**config.mk**
```make
export PLATFORM = sky130hd
export DESIGN_NAME = nibble_serial_adder_ctrl_flat
export DESIGN_NICKNAME = d
export VERILOG_FILES = /design/src/rtl/nibble_serial_adder_ctrl_pkg.sv /design/src/rtl/nibble_serial_adder_ctrl_if.sv /design/src/rtl/nibble_serial_adder_ctrl_cell.sv /design/src/rtl/nibble_serial_adder_ctrl.sv /design/src/flat_wrapper.sv
export SDC_FILE = /design/constraint.sdc
export NUM_CORES = 1
export LEC_CHECK = 0
export CORE_ASPECT_RATIO = 1.2
export CORE_UTILIZATION = 65
export CTS_CLUSTER_DIAMETER = 40
export DETAILED_ROUTE_END_ITERATION = 7
export DONT_BUFFER_PORTS = 1
export PLACE_DENSITY = 0.81
export SYNTH_ARGS = -nofsm -noshare
export SYNTH_HDL_FRONTEND = slang
export SYNTH_HIERARCHICAL = 1
export SYNTH_SLANG_ARGS = --single-unit
```
**constraint.sdc**
```tcl
create_clock -name clk -period 6.15 [get_ports clk]
set_clock_uncertainty 0.05 [all_clocks]
set_input_delay 0.615 -clock clk [delete_from_list [all_inputs] [get_ports clk]]
set_output_delay 0.615 -clock clk [all_outputs]
set_load 0.05 [all_outputs]
```
**src/rtl/nibble_serial_adder_ctrl_pkg.sv**
```systemverilog
// Shared definitions for the nibble-serial add/subtract sequencer.
package nibble_serial_adder_ctrl_pkg;

  localparam int NIBBLE_W = 4;

  typedef enum logic [1:0] {
    ST_IDLE = 2'd0,
    ST_ADD  = 2'd1,
    ST_RESP = 2'd2
  } state_t;

endpackage

```
**src/rtl/nibble_serial_adder_ctrl_if.sv**
```systemverilog
// Request/response handshake bundle between the ALU front-end and the sequencer.
interface nibble_serial_adder_ctrl_if
  import nibble_serial_adder_ctrl_pkg::*;
#(
  parameter int NIBBLES = 4
);
  localparam int WIDTH = NIBBLE_W * NIBBLES;

  logic             req_valid;
  logic             req_ready;
  logic [WIDTH-1:0] req_a;
  logic [WIDTH-1:0] req_b;
  logic             req_cin;
  logic             req_sub;
  logic             rsp_valid;
  logic             rsp_ready;
  logic [WIDTH-1:0] rsp_sum;
  logic             rsp_cout;
  logic             rsp_ovf;

  modport master (
    output req_valid, req_a, req_b, req_cin, req_sub, rsp_ready,
    input  req_ready, rsp_valid, rsp_sum, rsp_cout, rsp_ovf
  );

  modport slave (
    input  req_valid, req_a, req_b, req_cin, req_sub, rsp_ready,
    output req_ready, rsp_valid, rsp_sum, rsp_cout, rsp_ovf
  );

endinterface

```
**src/rtl/nibble_serial_adder_ctrl_cell.sv**
```systemverilog
// Existing 4-bit ripple-carry adder cell, shared by every nibble of an operation.
module nibble_serial_adder_ctrl_cell
  import nibble_serial_adder_ctrl_pkg::*;
(
  input  logic [NIBBLE_W-1:0] a,
  input  logic [NIBBLE_W-1:0] b,
  input  logic                cin,
  output logic [NIBBLE_W-1:0] s,
  output logic                cout
);

  logic [NIBBLE_W:0] c;

  always_comb begin
    c    = '0;
    s    = '0;
    c[0] = cin;
    for (int i = 0; i < NIBBLE_W; i++) begin
      s[i]   = a[i] ^ b[i] ^ c[i];
      c[i+1] = (a[i] & b[i]) | (c[i] & (a[i] ^ b[i]));
    end
    cout = c[NIBBLE_W];
  end

endmodule

```
**src/rtl/nibble_serial_adder_ctrl.sv**
```systemverilog
// Sequences a WIDTH-bit add/subtract through one 4-bit adder cell, LS nibble first.
// state   | meaning
// IDLE    | ready for a request
// ADD     | one nibble per clock through the shared cell
// RESP    | result presented, waiting for rsp_ready
module nibble_serial_adder_ctrl
  import nibble_serial_adder_ctrl_pkg::*;
#(
  parameter  int NIBBLES = 4,
  localparam int WIDTH   = NIBBLE_W * NIBBLES
)(
  input  logic                       clk,
  input  logic                       rst_n,
  nibble_serial_adder_ctrl_if.slave  bus,
  output logic                       busy
);

  localparam int IDX_W = (NIBBLES > 1) ? $clog2(NIBBLES) : 1;

  state_t             state, state_nxt;
  logic [WIDTH-1:0]   a_reg, b_reg, sum_reg, sum_nxt;
  logic               carry;
  logic [IDX_W-1:0]   idx;
  logic [NIBBLE_W-1:0] cell_s;
  logic               cell_cout;
  logic               last;

  nibble_serial_adder_ctrl_cell u_cell (
    .a    (a_reg[NIBBLE_W-1:0]),
    .b    (b_reg[NIBBLE_W-1:0]),
    .cin  (carry),
    .s    (cell_s),
    .cout (cell_cout)
  );

  assign last    = (idx == IDX_W'(NIBBLES - 1));
  // New nibble enters at the top so the sum lands aligned after NIBBLES shifts.
  assign sum_nxt = (sum_reg >> NIBBLE_W) | (WIDTH'(cell_s) << (WIDTH - NIBBLE_W));

  always_ff @(posedge clk or negedge rst_n) begin
    if (!rst_n) state <= ST_IDLE;
    else        state <= state_nxt;
  end

  always_comb begin
    state_nxt     = state;
    bus.req_ready = 1'b0;
    bus.rsp_valid = 1'b0;
    busy          = 1'b1;
    case (state)
      ST_IDLE: begin
        bus.req_ready = 1'b1;
        busy          = 1'b0;
        if (bus.req_valid) state_nxt = ST_ADD;
      end
      ST_ADD: begin
        if (last) state_nxt = ST_RESP;
      end
      ST_RESP: begin
        bus.rsp_valid = 1'b1;
        if (bus.rsp_ready) state_nxt = ST_IDLE;
      end
      default: begin
        state_nxt = ST_IDLE;
      end
    endcase
  end

  always_ff @(posedge clk or negedge rst_n) begin
    if (!rst_n) begin
      a_reg        <= '0;
      b_reg        <= '0;
      sum_reg      <= '0;
      carry        <= 1'b0;
      idx          <= '0;
      bus.rsp_sum  <= '0;
      bus.rsp_cout <= 1'b0;
      bus.rsp_ovf  <= 1'b0;
    end else begin
      case (state)
        ST_IDLE: begin
          if (bus.req_valid) begin
            a_reg <= bus.req_a;
            b_reg <= bus.req_sub ? ~bus.req_b : bus.req_b;
            carry <= bus.req_cin ^ bus.req_sub;
            idx   <= '0;
          end
        end
        ST_ADD: begin
          a_reg   <= a_reg >> NIBBLE_W;
          b_reg   <= b_reg >> NIBBLE_W;
          sum_reg <= sum_nxt;
          carry   <= cell_cout;
          idx     <= idx + 1'b1;
          if (last) begin
            bus.rsp_sum  <= sum_nxt;
            bus.rsp_cout <= cell_cout;
            bus.rsp_ovf  <= (a_reg[NIBBLE_W-1] == b_reg[NIBBLE_W-1]) &
                            (cell_s[NIBBLE_W-1] != a_reg[NIBBLE_W-1]);
          end
        end
        default: ;
      endcase
    end
  end

endmodule
```
**src/flat_wrapper.sv**
```systemverilog
// flat-port wrapper written by rule: the top's interface ports become plain ports
module nibble_serial_adder_ctrl_flat import nibble_serial_adder_ctrl_pkg::*;
#(
  parameter  int NIBBLES = 4,
  localparam int WIDTH   = NIBBLE_W * NIBBLES
)
  (clk, rst_n, busy, bus_req_valid, bus_req_a, bus_req_b, bus_req_cin, bus_req_sub, bus_rsp_ready, bus_req_ready, bus_rsp_valid, bus_rsp_sum, bus_rsp_cout, bus_rsp_ovf);
  nibble_serial_adder_ctrl_if #(.NIBBLES(NIBBLES)) bus_i ();
  input  logic clk;
  input  logic rst_n;
  output logic busy;
  input wire logic [$bits(bus_i.req_valid)-1:0] bus_req_valid;
  input wire logic [$bits(bus_i.req_a)-1:0] bus_req_a;
  input wire logic [$bits(bus_i.req_b)-1:0] bus_req_b;
  input wire logic [$bits(bus_i.req_cin)-1:0] bus_req_cin;
  input wire logic [$bits(bus_i.req_sub)-1:0] bus_req_sub;
  input wire logic [$bits(bus_i.rsp_ready)-1:0] bus_rsp_ready;
  output wire logic [$bits(bus_i.req_ready)-1:0] bus_req_ready;
  output wire logic [$bits(bus_i.rsp_valid)-1:0] bus_rsp_valid;
  output wire logic [$bits(bus_i.rsp_sum)-1:0] bus_rsp_sum;
  output wire logic [$bits(bus_i.rsp_cout)-1:0] bus_rsp_cout;
  output wire logic [$bits(bus_i.rsp_ovf)-1:0] bus_rsp_ovf;
  assign bus_i.req_valid = bus_req_valid;
  assign bus_i.req_a = bus_req_a;
  assign bus_i.req_b = bus_req_b;
  assign bus_i.req_cin = bus_req_cin;
  assign bus_i.req_sub = bus_req_sub;
  assign bus_i.rsp_ready = bus_rsp_ready;
  assign bus_req_ready = bus_i.req_ready;
  assign bus_rsp_valid = bus_i.rsp_valid;
  assign bus_rsp_sum = bus_i.rsp_sum;
  assign bus_rsp_cout = bus_i.rsp_cout;
  assign bus_rsp_ovf = bus_i.rsp_ovf;
  nibble_serial_adder_ctrl #(.NIBBLES(NIBBLES)) u_core (.clk(clk), .rst_n(rst_n), .bus(bus_i), .busy(busy));
endmodule
```
==> impl_results.md <==
- Outcome: finished clean
- Total GRT Usage: 24.9%
- Initial antenna violation count: 0
- Worst-path fanout max: 33
- CTS max path bufs: 2
- Clock Tree Root: clkbuf_8
- Sequential-to-total area share from yosys stat: 54.4%
- Antenna cell count: 0
- # setup viols final: 0
- Layout area overhead: 6.98%
- Slew Viols, Final: 0
- CTS resizes: 0
- Cells after synthesis: 260
- Peak Freq: 358 MHz
- H-tree depth: 3
- Total die area: 0.00502 mm²
- Pin count of the biggest net entering global routing: 68
- Setup TNS: 0 ps
- Remaining DRCs: 0
- Drt via density: 6.03
- DR WL/cell: 17.6 µm
- Final Cycle Share: 45.5%
- ANT nets after route: 0
- Max-cap violations: 0
- Worst-margin pin slew: 1140 ps
- HP Class: primary input to async pin
- Die X: 64.9 µm
- Critical path class: flip-flop to output pin
- Area of the core: 0.00456 mm²
- LEAKAGE: 1.47 nW
- Non-Filler Instances: 318
- First-pass iteration count of the detailed router: 4
- Clk slew on worst S/H paths: 70 ps
- Commonest register cell after synthesis: dfrtp_1
- Top-area cell type share of the netlist area: 54.4%
- Final WS setup: 3350 ps
- Vias post-DR: 1,919
- Count of endpoints failing hold in the final timing report: 0
- HPWL Detailed: 3620 µm
- Vias in the first global route: 1,994
- RSZ-0062 raised after global routing: no
- Post-Syn Nets: 303
- DR iter-0 viols: 101
- FFs w/ async S/R, synth: 100%
- Area contributors post-synth: dfrtp_1 (54%), mux2_2 (11%), xnor2_1 (4.3%), a22oi_1 (4.1%), nand2_1 (3.7%)
- Post-Syn Area: 0.00308 mm²
- Synth cell types: 30
- Final GP Congestion: 0.770
- Placed Cells: 301
- Crit end category: output pin
- Cts bufs inserted: 9
- Standard-cell rows: 27
- Register bit total from synthesis: 67
- Mean Syn Cell Area: 11.9 µm²
- CP peak stage delay: 790 ps
- Area leader, netlist: dfrtp_1
- Ports: 59
- # nets final: 298
- First-pass GRT wire length: 9300 µm
- DRT Wirelength: 5590 µm
- Most numerous cell in the Yosys netlist: dfrtp_1
- Pwr dens: 590 mW/mm²
- CP max stage cell: dfrtp_1
- DIE HEIGHT: 77.4 µm
- Initial Util: 67.6%
- Slew HR: 23.9%
- Placement Setup Slack: 3550 ps
- Critical Path RT: 5480 ps
- Yosys Warn Count: 6
- Post-synth EDFFs: 0
- Post-synth top cells: dfrtp_1 (67), mux2_2 (30), nand2_1 (30)
- CP Launch Type: flip-flop
- Share of layout cells above drive strength 1: 21.9%
- Sink Count: 67
- CTS tree: yes
- Total grt overflow: 0
- Clk Latency, worst-skew pair: 340 ps
- Min cycle time layout: 2800 ps
- Crit path DAT: 2130 ps
- Max VDD drop: 0.000410 V
- Total power: 0.00195 W
- PortBufs: 0
- Worst-path cell chain: or2_2, inv_1
==> per-stage QoR <==
stage / hold slack (ps) / cell area, µm² / util (%)
3_5_place_dp: 271 / 3080 / 67.4
6_report: 101 / 3300 / 72.3
4_1_cts: 103 / 3300 / 72.3
2_1_floorplan: 269 / 3080 / -
5_1_grt: 108 / 3300 / 72.3
3_3_place_gp: 271 / 3080 / 67.4
==> logic make-up (layout without fill, tap and decap cells) <==
family	Yosys count	in the layout	synth area share [%]
flops	67	67	54.4
fa+ha+maj	5	5	3.00
xor+xnor	17	17	4.83
mux	30	30	11.0
buf+inv	31	31	4.47
compound gates	62	62	15.0
simple gates	48	48	7.31
==> what timing repair did <==
action                                 4_1_cts  5_1_grt
endpoints found under the hold margin       67        0
hold buffers                                 1        0
setup buffers                                0        0
==> path summary, 6_finish.rpt <==
| kind | from | end | slack, ps | cells after the start |
|---|---|---|---|---|
| worst min-delay path | rst_n | u_core/bus.rsp_sum[13] | 100 | 1 |
| worst max register to register | u_core/a_reg[0] | u_core/bus.rsp_ovf | 3520 | 11 |
| worst min register to register | u_core/a_reg[8] | u_core/a_reg[8] | 440 | 2 |
| max in group asynchronous | rst_n | u_core/bus.rsp_ovf | 5690 | 1 |
| min in group clk | bus_rsp_ready | u_core/state[1] | 330 | 1 |
| worst max-delay path | u_core/state[1] | bus_req_ready | 3350 | 2 |
==> power breakdown <==
| group | switching [W] | internal, W |
|---|---|---|
| Sequential | 0.000370 | 0.000633 |
| Clock | 0.000161 | 0.000196 |
| Combinational | 0.000299 | 0.000287 |
==> worst max-delay path: cells and delay by family, from the launching register on <==
kind | cells | cell delay (ps)
flops | 1 | 790
buf+inv | 1 | 370
simple gates | 1 | 630
==> per-layer routing <==
| layer | wire [µm] | vias up | GRT usage (%) |
|---|---|---|---|
| met5 | 0 | - | 0 |
| met4 | 77 | 0 | 11.3 |
| met3 | 363 | 9 | 7.06 |
| met2 | 2890 | 71 | 40.9 |
| met1 | 2260 | 950 | 29.9 |
| li1 | - | 889 | - |
==> cells in the final DEF, fill, tap and decap left out <==
master       n
o21ai_0     18
o21bai_1     1
ha_1         1
o221ai_2     3
inv_1       13
clkinv_2     3
clkbuf_1     1
buf_4        1
or3b_1       1
a221o_1      2
o211ai_2     5
xor2_1       2
a22o_1       5
or2_2        1
a21oi_1      6
nor2_1       5
o221ai_1     3
and3b_1      1
bufinv_16    1
clkinvlp_4   1
fa_1         4
xnor2_1     15
buf_16       1
nor2b_1      2
and2b_1      5
nor2b_2      1
clkbuf_8    10
o21ai_1      2
a22oi_1     17
dfrtp_1     67
nand2b_1     1
nand3b_1     1
mux2_2      30
nand2_1     30
==> cell type report <==
type / instances / area [µm²]
clock buffers: 11 / 141
clock inverters: 5 / 52.6
fillers: 324 / 1260
inverters: 13 / 48.8
multi-input cells: 162 / 1270
flip-flops and latches: 67 / 1680
well taps: 58 / 72.6
repair buffers: 2 / 35.0
No activity file was read; power rests on OpenSTA's default activity.
